<file path="src/rtl/id_exe_reg_pkg.sv">
// Shared types and constants for the ID/EXE pipeline register.
// Optional forwarding-source fields are enabled with ID_EXE_FWD_SRC_EN.
package id_exe_reg_pkg;

    localparam int unsigned PC_W     = 32;
    localparam int unsigned DATA_W   = 32;
    localparam int unsigned SHIFT_W  = 12;
    localparam int unsigned IMM24_W  = 24;
    localparam int unsigned REG_W    = 4;
    localparam int unsigned CMD_W    = 4;
    localparam int unsigned STATUS_W = 4;
    localparam int unsigned CNT_W    = 16;

    // ALU command encodings carried through EXE
    typedef enum logic [CMD_W-1:0] {
        EXE_NOP = 4'h0,
        EXE_MOV = 4'h1,
        EXE_ADD = 4'h2,
        EXE_ADC = 4'h3,
        EXE_SUB = 4'h4,
        EXE_SBC = 4'h5,
        EXE_AND = 4'h6,
        EXE_ORR = 4'h7,
        EXE_EOR = 4'h8,
        EXE_MVN = 4'h9
    } exe_cmd_e;

    // Control values forced into the stage when a bubble is inserted
    typedef struct packed {
        logic             wb_en;
        logic             mem_r;
        logic             mem_w;
        logic             b;
        logic             s;
        logic             imm;
        logic             ld_str;
        logic [CMD_W-1:0] exe_cmd;
    } bubble_ctrl_t;

    localparam bubble_ctrl_t BUBBLE_CTRL = '{
        wb_en:   1'b0,
        mem_r:   1'b0,
        mem_w:   1'b0,
        b:       1'b0,
        s:       1'b0,
        imm:     1'b0,
        ld_str:  1'b0,
        exe_cmd: EXE_NOP
    };

    // Increment that sticks at all-ones instead of wrapping
    function automatic logic [CNT_W-1:0] sat_inc(input logic [CNT_W-1:0] v);
        return (v == '1) ? v : v + CNT_W'(1);
    endfunction

endpackage

</file>
<file path="src/rtl/sat_counter16.sv">
// 16-bit saturating event counter with hold and synchronous clear.
// clr together with inc yields 1 so the coincident event is not lost.
module sat_counter16
    import id_exe_reg_pkg::*;
(
    input  logic             clk,
    input  logic             rst,
    input  logic             inc,
    input  logic             clr,
    input  logic             hold,
    output logic [CNT_W-1:0] count
);

    // Count register: hold beats clear, clear beats plain increment
    always_ff @(posedge clk or posedge rst) begin
        if (rst) begin
            count <= '0;
        end else if (!hold) begin
            if (clr) begin
                count <= inc ? CNT_W'(1) : '0;
            end else if (inc) begin
                count <= sat_inc(count);
            end
        end
    end

endmodule

</file>
<file path="src/rtl/id_exe_reg.sv">
// ID/EXE pipeline register with freeze, bubble insertion and bubble counter.
// Define ID_EXE_FWD_SRC_EN to carry forwarding source register fields.
module id_exe_reg
    import id_exe_reg_pkg::*;
(
    input  logic                clk,
    input  logic                rst,
    input  logic                freeze,
    input  logic                flush,
    input  logic                hazard,
    input  logic                clr_cnt,
    input  logic [PC_W-1:0]     pc_in,
    input  logic [DATA_W-1:0]   val_rn_in,
    input  logic [DATA_W-1:0]   val_rm_in,
    input  logic [SHIFT_W-1:0]  shift_operand_in,
    input  logic                imm_in,
    input  logic                ld_str_in,
    input  logic                s_in,
    input  logic                b_in,
    input  logic                mem_r_in,
    input  logic                mem_w_in,
    input  logic                wb_en_in,
    input  logic [CMD_W-1:0]    exe_cmd_in,
    input  logic [REG_W-1:0]    dest_in,
    input  logic [IMM24_W-1:0]  imm24_in,
    input  logic [STATUS_W-1:0] status_in,
`ifdef ID_EXE_FWD_SRC_EN
    input  logic [REG_W-1:0]    src1_in,
    input  logic [REG_W-1:0]    src2_in,
    input  logic                use_src2_in,
    output logic [REG_W-1:0]    src1_out,
    output logic [REG_W-1:0]    src2_out,
    output logic                use_src2_out,
`endif
    output logic [PC_W-1:0]     pc_out,
    output logic [DATA_W-1:0]   val_rn_out,
    output logic [DATA_W-1:0]   val_rm_out,
    output logic [SHIFT_W-1:0]  shift_operand_out,
    output logic                imm_out,
    output logic                ld_str_out,
    output logic                s_out,
    output logic                b_out,
    output logic                mem_r_out,
    output logic                mem_w_out,
    output logic                wb_en_out,
    output logic [CMD_W-1:0]    exe_cmd_out,
    output logic [REG_W-1:0]    dest_out,
    output logic [IMM24_W-1:0]  imm24_out,
    output logic [STATUS_W-1:0] status_out,
    output logic                valid_out,
    output logic [CNT_W-1:0]    bubble_cnt
);

    logic bubble;

    // flush and hazard collapse into a single bubble request
    assign bubble = flush | hazard;

    // Stage registers: freeze holds, bubble zeroes, otherwise load
    always_ff @(posedge clk or posedge rst) begin
        if (rst) begin
            pc_out            <= '0;
            val_rn_out        <= '0;
            val_rm_out        <= '0;
            shift_operand_out <= '0;
            imm_out           <= 1'b0;
            ld_str_out        <= 1'b0;
            s_out             <= 1'b0;
            b_out             <= 1'b0;
            mem_r_out         <= 1'b0;
            mem_w_out         <= 1'b0;
            wb_en_out         <= 1'b0;
            exe_cmd_out       <= '0;
            dest_out          <= '0;
            imm24_out         <= '0;
            status_out        <= '0;
`ifdef ID_EXE_FWD_SRC_EN
            src1_out          <= '0;
            src2_out          <= '0;
            use_src2_out      <= 1'b0;
`endif
            valid_out         <= 1'b0;
        end else if (!freeze) begin
            pc_out            <= bubble ? '0 : pc_in;
            val_rn_out        <= bubble ? '0 : val_rn_in;
            val_rm_out        <= bubble ? '0 : val_rm_in;
            shift_operand_out <= bubble ? '0 : shift_operand_in;
            imm_out           <= bubble ? BUBBLE_CTRL.imm    : imm_in;
            ld_str_out        <= bubble ? BUBBLE_CTRL.ld_str : ld_str_in;
            s_out             <= bubble ? BUBBLE_CTRL.s      : s_in;
            b_out             <= bubble ? BUBBLE_CTRL.b      : b_in;
            mem_r_out         <= bubble ? BUBBLE_CTRL.mem_r  : mem_r_in;
            mem_w_out         <= bubble ? BUBBLE_CTRL.mem_w  : mem_w_in;
            wb_en_out         <= bubble ? BUBBLE_CTRL.wb_en  : wb_en_in;
            exe_cmd_out       <= bubble ? BUBBLE_CTRL.exe_cmd : exe_cmd_in;
            dest_out          <= bubble ? '0 : dest_in;
            imm24_out         <= bubble ? '0 : imm24_in;
            status_out        <= bubble ? '0 : status_in;
`ifdef ID_EXE_FWD_SRC_EN
            src1_out          <= bubble ? '0 : src1_in;
            src2_out          <= bubble ? '0 : src2_in;
            use_src2_out      <= bubble ? 1'b0 : use_src2_in;
`endif
            valid_out         <= ~bubble;
        end
    end

    // Bubble counter frozen along with the rest of the stage
    sat_counter16 u_bubble_cnt (
        .clk   (clk),
        .rst   (rst),
        .inc   (bubble),
        .clr   (clr_cnt),
        .hold  (freeze),
        .count (bubble_cnt)
    );

endmodule

</file>
<file path="config.mk">
export PLATFORM = sky130hd
export DESIGN_NAME = id_exe_reg
export DESIGN_NICKNAME = d
export VERILOG_FILES = /design/src/rtl/id_exe_reg_pkg.sv /design/src/rtl/sat_counter16.sv /design/src/rtl/id_exe_reg.sv
export SDC_FILE = /design/constraint.sdc
export NUM_CORES = 1
export LEC_CHECK = 0
export BUFFER_PORTS_ARGS = -buffer_cell sky130_fd_sc_hd__buf_2
export CAP_MARGIN = 20
export CORE_AREA = 2 2 127 129
export DETAILED_ROUTE_END_ITERATION = 10
export DIE_AREA = 0 0 129 131
export PLACE_DENSITY = 0.7
export SYNTH_ARGS = -nofsm -noshare
export SYNTH_HDL_FRONTEND = slang
export SYNTH_SLANG_ARGS = --single-unit
</file>
<file path="constraint.sdc">
create_clock -name clk -period 10.4 [get_ports clk]
set_clock_uncertainty 0.15 [all_clocks]
set_input_delay 0.52 -clock clk [delete_from_list [all_inputs] [get_ports clk]]
set_output_delay 0.52 -clock clk [all_outputs]
set_load 0.1 [all_outputs]
</file>
# == After elaboration in Yosys (flattened, before gate mapping) ==
# Index checks and enable logic that the tools add are counted.
# op_classes
n_eq_ne,2
bitwise,3
muxes,19
add_sub_neg,1
reduce_logical,2
# op_table
cell,n
$mux W32,3
$mux W16,3
$mux W24,1
$add A16 B1 Y16 const B,1
$eq A16 B16 Y1 const B,1
$mux W12,1
$mux W4,3
$mux W1,8
$reduce_and A3 Y1,1
$ne A2 B2 Y1 const B,1
$not A1 Y1,2
$reduce_bool A2 Y1,1
$or A1 B1 Y1,1
# totals
out_inout_bits,168
input_bits,157
register_bits,168

# == Depth between registers and ports, before layout ==
# Gate-level depths: netlist of run 1.
# logic_depth
ltp_word,4
ltp_mapped,8
ltp_nobuf,6

# == Cells and area by module ==
# Synthesis of run 1 repeated with hierarchy kept, for this count alone.
# hier_totals
hier_cells,785
hier_area_um2,7866.3
# by_module_without_submodules
module,n_inst,cells_per_inst,area_per_inst_um2,seq_area_each_um2
id_exe_reg,1,660,6736.5,3803.6
sat_counter16,1,125,1129.8,400.4

# == Least setup slack after synthesis of run 1 ==
# OpenSTA, ideal clock, no wires.
# synth_path
kind,reg-to-reg
start,register u_bubble_cnt.count[0]
end,register u_bubble_cnt.count[1]
setup_time_ps,122
arrival_time_ps,2314
path_buffers,2
stages_incl_launch_ff,9
slack_ps,7815
period_less_slack_ps,2585
cell_sequence,dfrtp_1 ha_1 and4_1 buf_6 nand4_4 o21ai_4 buf_6 nor2_2 a32o_1
# synth_via
elab_chain_cells,4
word_cells_on_any_way,7
classes_between,1 x add/sub; 2 x eq/ne; 3 x mux; 1 x reduce/logical
# synth_rtl
element,line,text
"start, declared",sat_counter16.sv:11,output logic [CNT_W-1:0] count
"start signal, assigned",sat_counter16.sv:20,count <= inc ? CNT_W'(1) : '0;
"start signal, assigned",sat_counter16.sv:22,count <= sat_inc(count);
$add A16 B1 Y16,id_exe_reg_pkg.sv:53,return (v == '1) ? v : v + CNT_W'(1);
$mux W16,id_exe_reg_pkg.sv:53,
$mux W16,sat_counter16.sv:21,end else if (inc) begin
$mux W16,sat_counter16.sv:19,if (clr) begin
# Several ways; a longest one is shown, not always the timed one. The select of a mux whose other input is x is not followed.
# A chain may end at the register's enable or synchronous reset.

# == Final worst setup path of run 1 ==
# Same ends and word-level chain as after synthesis.

==> impl_metrics.py, run 1 <==
metrics = {
    "detailed_routing": {
        "drtPass1Iterations": 4,
        "first_iter_violations": 223,
        "vias": 5100,
        "drt_wl_total_um": 17120,
        "post_drt_wl_per_cell_um": 17.47,
        "viasPerCell": 5.204,
        "drc": 0,
        "drtAntennaViolNets": 0,
    },
    "power": {
        "peakVddDrop_uv": 108.3,
        "p_per_area_mw_per_mm2": 197.6,
        "leakagePower_uw": 0.004770,
    },
    "timing": {
        "hold_ws_ns": 0.06449,
        "rsz0062_at_grt": "no",
        "maxSlewHeadroom": 0.2879,
        "drv_slew": 0,
        "min_period_over_period": 0.2039,
        "tightestPinTransition_ns": 1.068,
        "hold_viol": 0,
        "post-route-min-period_ns": 2.120,
        "fmax_mhz": 471.6,
        "setup_viol": 0,
        "final.setup.tns_ns": 0,
    },
    "setup_path": {
        "cp_data_arrival_time_ns": 2.27,
        "start_kind": "flip-flop",
        "timing.critical_path.required_ns": 10.55,
        "r2r_start": "u_bubble_cnt.count[0]",
        "critPathKind": "flip-flop to flip-flop",
        "regToRegSetupSlack_ns": 8.28,
        "crit_fanout": 14,
        "crit_start": "u_bubble_cnt.count[0]",
        "cp-end-kind": "flip-flop",
    },
    "grt": {
        "track_usage": 0.1953,
        "grt_max_degree": 107,
        "grt-ovfl-total": 0,
        "grt_pass1_wl_um": 25810,
        "antenna_found_initial": 1,
        "grt_pass1_vias": 5078,
    },
    "min_path": {
        "min_path_type": "input port to async pin",
    },
    "clock_network": {
        "htreeDepth": 4,
        "numCtsBuffers": 17,
        "postCtsSetupRepairBufs": 0,
        "cts_hold_buf": 0,
        "ctsResizeCount": 0,
        "clkSinkCount": 168,
        "insertion_delay_ns": 0.41,
        "tritoncts": "yes",
        "cts_root_buf": "clkbuf_16",
        "clkTransAtPathRegs_ns": 0.06,
        "clockBufferDepth": 2,
    },
    "floorplanning": {
        "pin_count": 325,
        "initial_core_util": 0.4049,
        "chipWidth_um": 129,
        "die_h_um": 131,
        "std_cell_rows": 46,
        "die_area_sq_mm": 0.01690,
        "core-area_sq_mm": 0.01560,
    },
    "synth": {
        "synth_nets": 600,
        "synth_top_flop_cell": "dfrtp_1",
        "syn_area_sq_mm": 0.006315,
        "ys_seq_elements": 168,
        "yosys_warnings": 0,
        "async_flop_share": 1.000,
        "ys_types": 46,
        "seq_area_frac_synth": 0.6657,
        "syn_inst": 442,
        "synth_area_per_cell_sq_um": 14.29,
        "synth_edf_count": 0,
    },
    "cells_and_area": {
        "final_common_cell": "buf_2",
        "fin_nets": 909,
        "area_delta_synth_final_pct": 36.99,
        "final_cells": 980,
        "drive_gt1_frac": 0.4810,
        "final_cell_mix": "buf_2 (323), dfrtp_1 (168), a22o_1 (151), clkbuf_16 (17), nand2_1 (12)",
    },
    "placed_design": {
        "dpl.cell_count": 947,
        "io_buffers": 324,
        "routabilityCongestion": 0.7811,
        "dp_hpwl_um": 12070,
    },
    "run": {
        "maxCapViolCount": 0,
    },
    "outcome": {
        "status": "finished clean",
    },
}
synthesized netlist by cell type (all sizes together), types with 3 or more instances:
library cell / n / share of area
o211ai: 5 / 0.0059
o21ai: 7 / 0.0073
buf: 14 / 0.015
a22o: 151 / 0.21
nand4: 3 / 0.0053
nor2: 5 / 0.0046
o31ai: 3 / 0.0036
nand2: 12 / 0.0071
clkbuf: 25 / 0.015
or4: 4 / 0.0048
inv: 3 / 0.0018
o41ai: 4 / 0.0055
nand3: 10 / 0.010
dfrtp: 168 / 0.67
path summary, 6_finish.rpt:
kind / end / cells after the start
hold / removal: val_rn_out[19] / 2
max in group asynchronous: u_bubble_cnt.count[2] / 4
min in group clk: val_rn_out[6] / 2
setup reg to reg: u_bubble_cnt.count[1] / 6
hold reg to reg: valid_out / 1
setup / recovery: u_bubble_cnt.count[1] / 6
registers in the layout, summed over array words and instances (netlist names):
signal,cells
shift_operand_out,12
valid_out,1
s_out,1
wb_en_out,1
b_out,1
ld_str_out,1
pc_out,32
mem_r_out,1
val_rn_out,32
u_bubble_cnt.count,16
dest_out,4
imm_out,1
val_rm_out,32
imm24_out,24
exe_cmd_out,4
status_out,4
mem_w_out,1
cell type report:
type / instances / area [sq um]
Inverter: 3 / 16.27
Clock inverter: 7 / 96.34
Antenna cell: 1 / 2.502
Tap cell: 216 / 270.3
Multi-Input combinational cell: 232 / 1918
Sequential cell: 168 / 4204
Fill cell: 1304 / 6947
Clock buffer: 24 / 461.7
Timing Repair Buffer: 329 / 1682
routing by layer:
layer / GRT usage / wire [um] / part of all wire
met1: 0.2304 / 6826 / 0.40
met2: 0.3271 / 8485 / 0.50
met3: 0.05415 / 1167 / 0.068
met4: 0.1042 / 638 / 0.037
met5: 0 / 0 / 0
cells by family (layout without fill, tap and decap cells):
group | count (synthesis) | after routing | share of synthesized area
AOI/OAI and AO/OA | 180 | 180 | 0.2461
DFF | 168 | 168 | 0.6657
and+or+nand+nor | 50 | 50 | 0.05330
buffers and inverters | 42 | 363 | 0.03150
adders and majority gates | 1 | 1 | 0.001981
xor gates and xnor gates | 1 | 1 | 0.001387
other | 0 | 1 | 0
per-stage QoR:
step	util	total power [uW]	setup WS, ns	area [sq um]
2_1_floorplan	-	1037	5.183	6315
3_3_place_gp	0.5169	1121	7.957	8063
3_5_place_dp	0.5169	1126	7.846	8063
4_1_cts	0.5527	1728	8.273	8621
5_1_grt	0.5546	1775	8.114	8651
6_report	0.5546	1709	8.280	8651
power breakdown:
part	internal (uW)	switching, uW
clock network	359	237
logic	74.9	330
registers	688	20.8
total	1120	588
critical path: stages, from the launching register on:
cell     delay [ns]
dfrtp_1        0.46
ha_1           0.22
and4_1         0.40
nand4_4        0.18
o21ai_4        0.34
nor2_2         0.05
a32o_1         0.20
Note: power is estimated with default switching activity, not from simulation.
==> run 2: changes to the inputs <==
--- a/config.mk
+++ b/config.mk
@@ -7,10 +7,11 @@
 export LEC_CHECK = 0
 export BUFFER_PORTS_ARGS = -buffer_cell sky130_fd_sc_hd__buf_2
 export CAP_MARGIN = 20
-export CORE_AREA = 2 2 127 129
+export CORE_ASPECT_RATIO = 2
+export CORE_MARGIN = 2
+export CORE_UTILIZATION = 41
 export DETAILED_ROUTE_END_ITERATION = 10
-export DIE_AREA = 0 0 129 131
-export PLACE_DENSITY = 0.7
+export PLACE_DENSITY = 0.73
 export SYNTH_ARGS = -nofsm -noshare
 export SYNTH_HDL_FRONTEND = slang
 export SYNTH_SLANG_ARGS = --single-unit
==> constraint.sdc (replaced) <==
create_clock -name clk -period 1.9 [get_ports clk]
set_clock_uncertainty 0.15 [all_clocks]
set_input_delay 0.095 -clock clk [delete_from_list [all_inputs] [get_ports clk]]
set_output_delay 0.095 -clock clk [all_outputs]
set_load 0.1 [all_outputs]
==> run 2 against run 1 <==
  * Register-to-register slack lost 8.2 ns
  * Highest routed layer unchanged
  * Global-route usage up 6.8 points
  * Critical path type unchanged
  * Design area up 21%
  * Core utilization up 13 points
==> impl_metrics.py, run 2 (synthesis gave the netlist of run 1 again) <==
metrics = {
    "clock_network": {
        "clkSinkCount": 168,
        "htreeDepth": 4,
        "insertion_delay_ns": 0.42,
        "clockBufferDepth": 2,
        "tritoncts": "yes",
        "clkTransAtPathRegs_ns": 0.06,
        "cts_root_buf": "clkbuf_16",
        "numCtsBuffers": 17,
    },
    "placed_design": {
        "placed_area_sq_mm": 0.008212,
        "routabilityCongestion": 0.8254,
        "dp_slack_ns": 0.05425,
        "io_buffers": 324,
        "dp_hpwl_um": 13020,
    },
    "setup_path": {
        "cp_data_arrival_time_ns": 2.07,
        "timing.critical_path.required_ns": 2.10,
        "crit_fanout": 6,
        "start_kind": "flip-flop",
        "critPathKind": "flip-flop to flip-flop",
        "cp-end-kind": "flip-flop",
    },
    "min_path": {
        "min_path_type": "input port to flip-flop",
    },
    "timing": {
        "post-route-min-period_ns": 1.868,
        "tightestPinTransition_ns": 0.6587,
        "maxSlewHeadroom": 0.5609,
        "drv_slew": 0,
        "hold_viol": 0,
        "fin_ws_ns": 0.03225,
        "min_period_over_period": 0.9830,
        "fmax_mhz": 535.4,
        "setup_viol": 0,
        "final.setup.tns_ns": 0,
    },
    "grt": {
        "grt_max_degree": 100,
        "antenna_found_initial": 1,
        "grt-ovfl-total": 0,
        "track_usage": 0.2631,
        "grt_pass1_vias": 6588,
        "grt_pass1_wl_um": 34200,
    },
    "detailed_routing": {
        "post_drt_wl_per_cell_um": 19.23,
        "first_iter_violations": 207,
        "drtAntennaViolNets": 0,
        "drc": 0,
        "viasPerCell": 5.427,
        "drtPass1Iterations": 4,
        "drt_wl_total_um": 21790,
        "vias": 6149,
    },
    "floorplanning": {
        "pin_count": 325,
        "std_cell_rows": 64,
        "chipWidth_um": 91.76,
        "die_h_um": 179.5,
        "initial_core_util": 0.4150,
        "core-area_sq_mm": 0.01521,
        "die_area_sq_mm": 0.01647,
    },
    "cells_and_area": {
        "area_delta_synth_final_pct": 65.19,
        "top_regs": "pc_out (32), val_rm_out (32), val_rn_out (32)",
        "final_cell_mix": "buf_2 (323), dlygate4sd3_1 (155), dfrtp_1 (152), a22o_1 (151), clkbuf_16 (17)",
        "final_common_cell": "buf_2",
        "final_util": 0.6856,
        "fin_nets": 1079,
        "drive_gt1_frac": 0.4368,
        "final_area_sq_mm": 0.01043,
    },
    "power": {
        "peakVddDrop_uv": 657.4,
        "leakagePower_uw": 0.005507,
        "p_per_area_mw_per_mm2": 959.9,
    },
    "outcome": {
        "status": "finished clean",
    },
    "run": {
        "maxCapViolCount": 0,
    },
}
[run 2: area by class of cell]
| class | instances | area [sq um] |
|---|---|---|
| sequential | 168 | 4224 |
| timing repair buffer | 499 | 3379 |
| clock buffer | 21 | 460.4 |
| fill | 1030 | 4783 |
| clock inverter | 11 | 146.4 |
| multi-input combinational | 232 | 1956 |
| tap | 198 | 247.7 |
| antenna | 1 | 2.502 |
| inverter | 3 | 15.01 |
[run 2: per-stage QoR]
stage                     std cells  power, uW  hold WS (ns)
after global placement          938       6177       0.08775
after global routing           1133      10330       0.05290
after CTS                      1125      10020       0.02341
after floorplan                 442       5687       0.07359
final                          1133      10010       0.03717
after detailed placement        938       6213       0.09917
[run 2: path summary, 6_finish.rpt]
kind / start / to / slack, ns / cells past startpoint
worst max-delay path: u_bubble_cnt.count[1] / u_bubble_cnt.count[7] / 0.03 / 7
worst min-delay path: freeze / u_bubble_cnt.count[0] / 0.04 / 4
worst max register to register: u_bubble_cnt.count[1] / u_bubble_cnt.count[7] / 0.03 / 7
worst min register to register: valid_out / valid_out / 0.33 / 1
max in group asynchronous: rst / val_rm_out[28] / 0.91 / 4
min in group asynchronous: rst / valid_out / 0.21 / 4
[run 2: repair_timing]
action,4_1_cts,5_1_grt
hold endpoints to repair,321,0
setup endpoints to repair,0,6
hold buffers,155,0
gates resized for setup,0,4
setup buffers,0,7
[run 2: layer usage]
| layer | global-route usage | share of wire | vias to the layer above |
|---|---|---|---|
| met2 | 0.4485 | 0.52 | 333 |
| met3 | 0.05407 | 0.058 | 114 |
| li1 | - | - | 2672 |
| met1 | 0.2873 | 0.35 | 3030 |
| met5 | 0 | 0 | - |
| met4 | 0.1845 | 0.069 | 0 |
[run 2: where the power goes]
group          total (uW)  leakage, uW  switching [uW]  internal [uW]
sequential           3900      0.00224             129           3770
combinational        2560      0.00297            1910            659
clock                3550     0.000293            1410           2140
total               10000      0.00551            3450           6570
[run 2: critical path, stage by stage (launching register included)]
cell and delay [ns]:
dfrtp_2 0.43, ha_4 0.17, and4_4 0.20, nand4_4 0.08, o21ai_4 0.08, buf_6 0.15, or4_1 0.41, o21ai_1 0.12
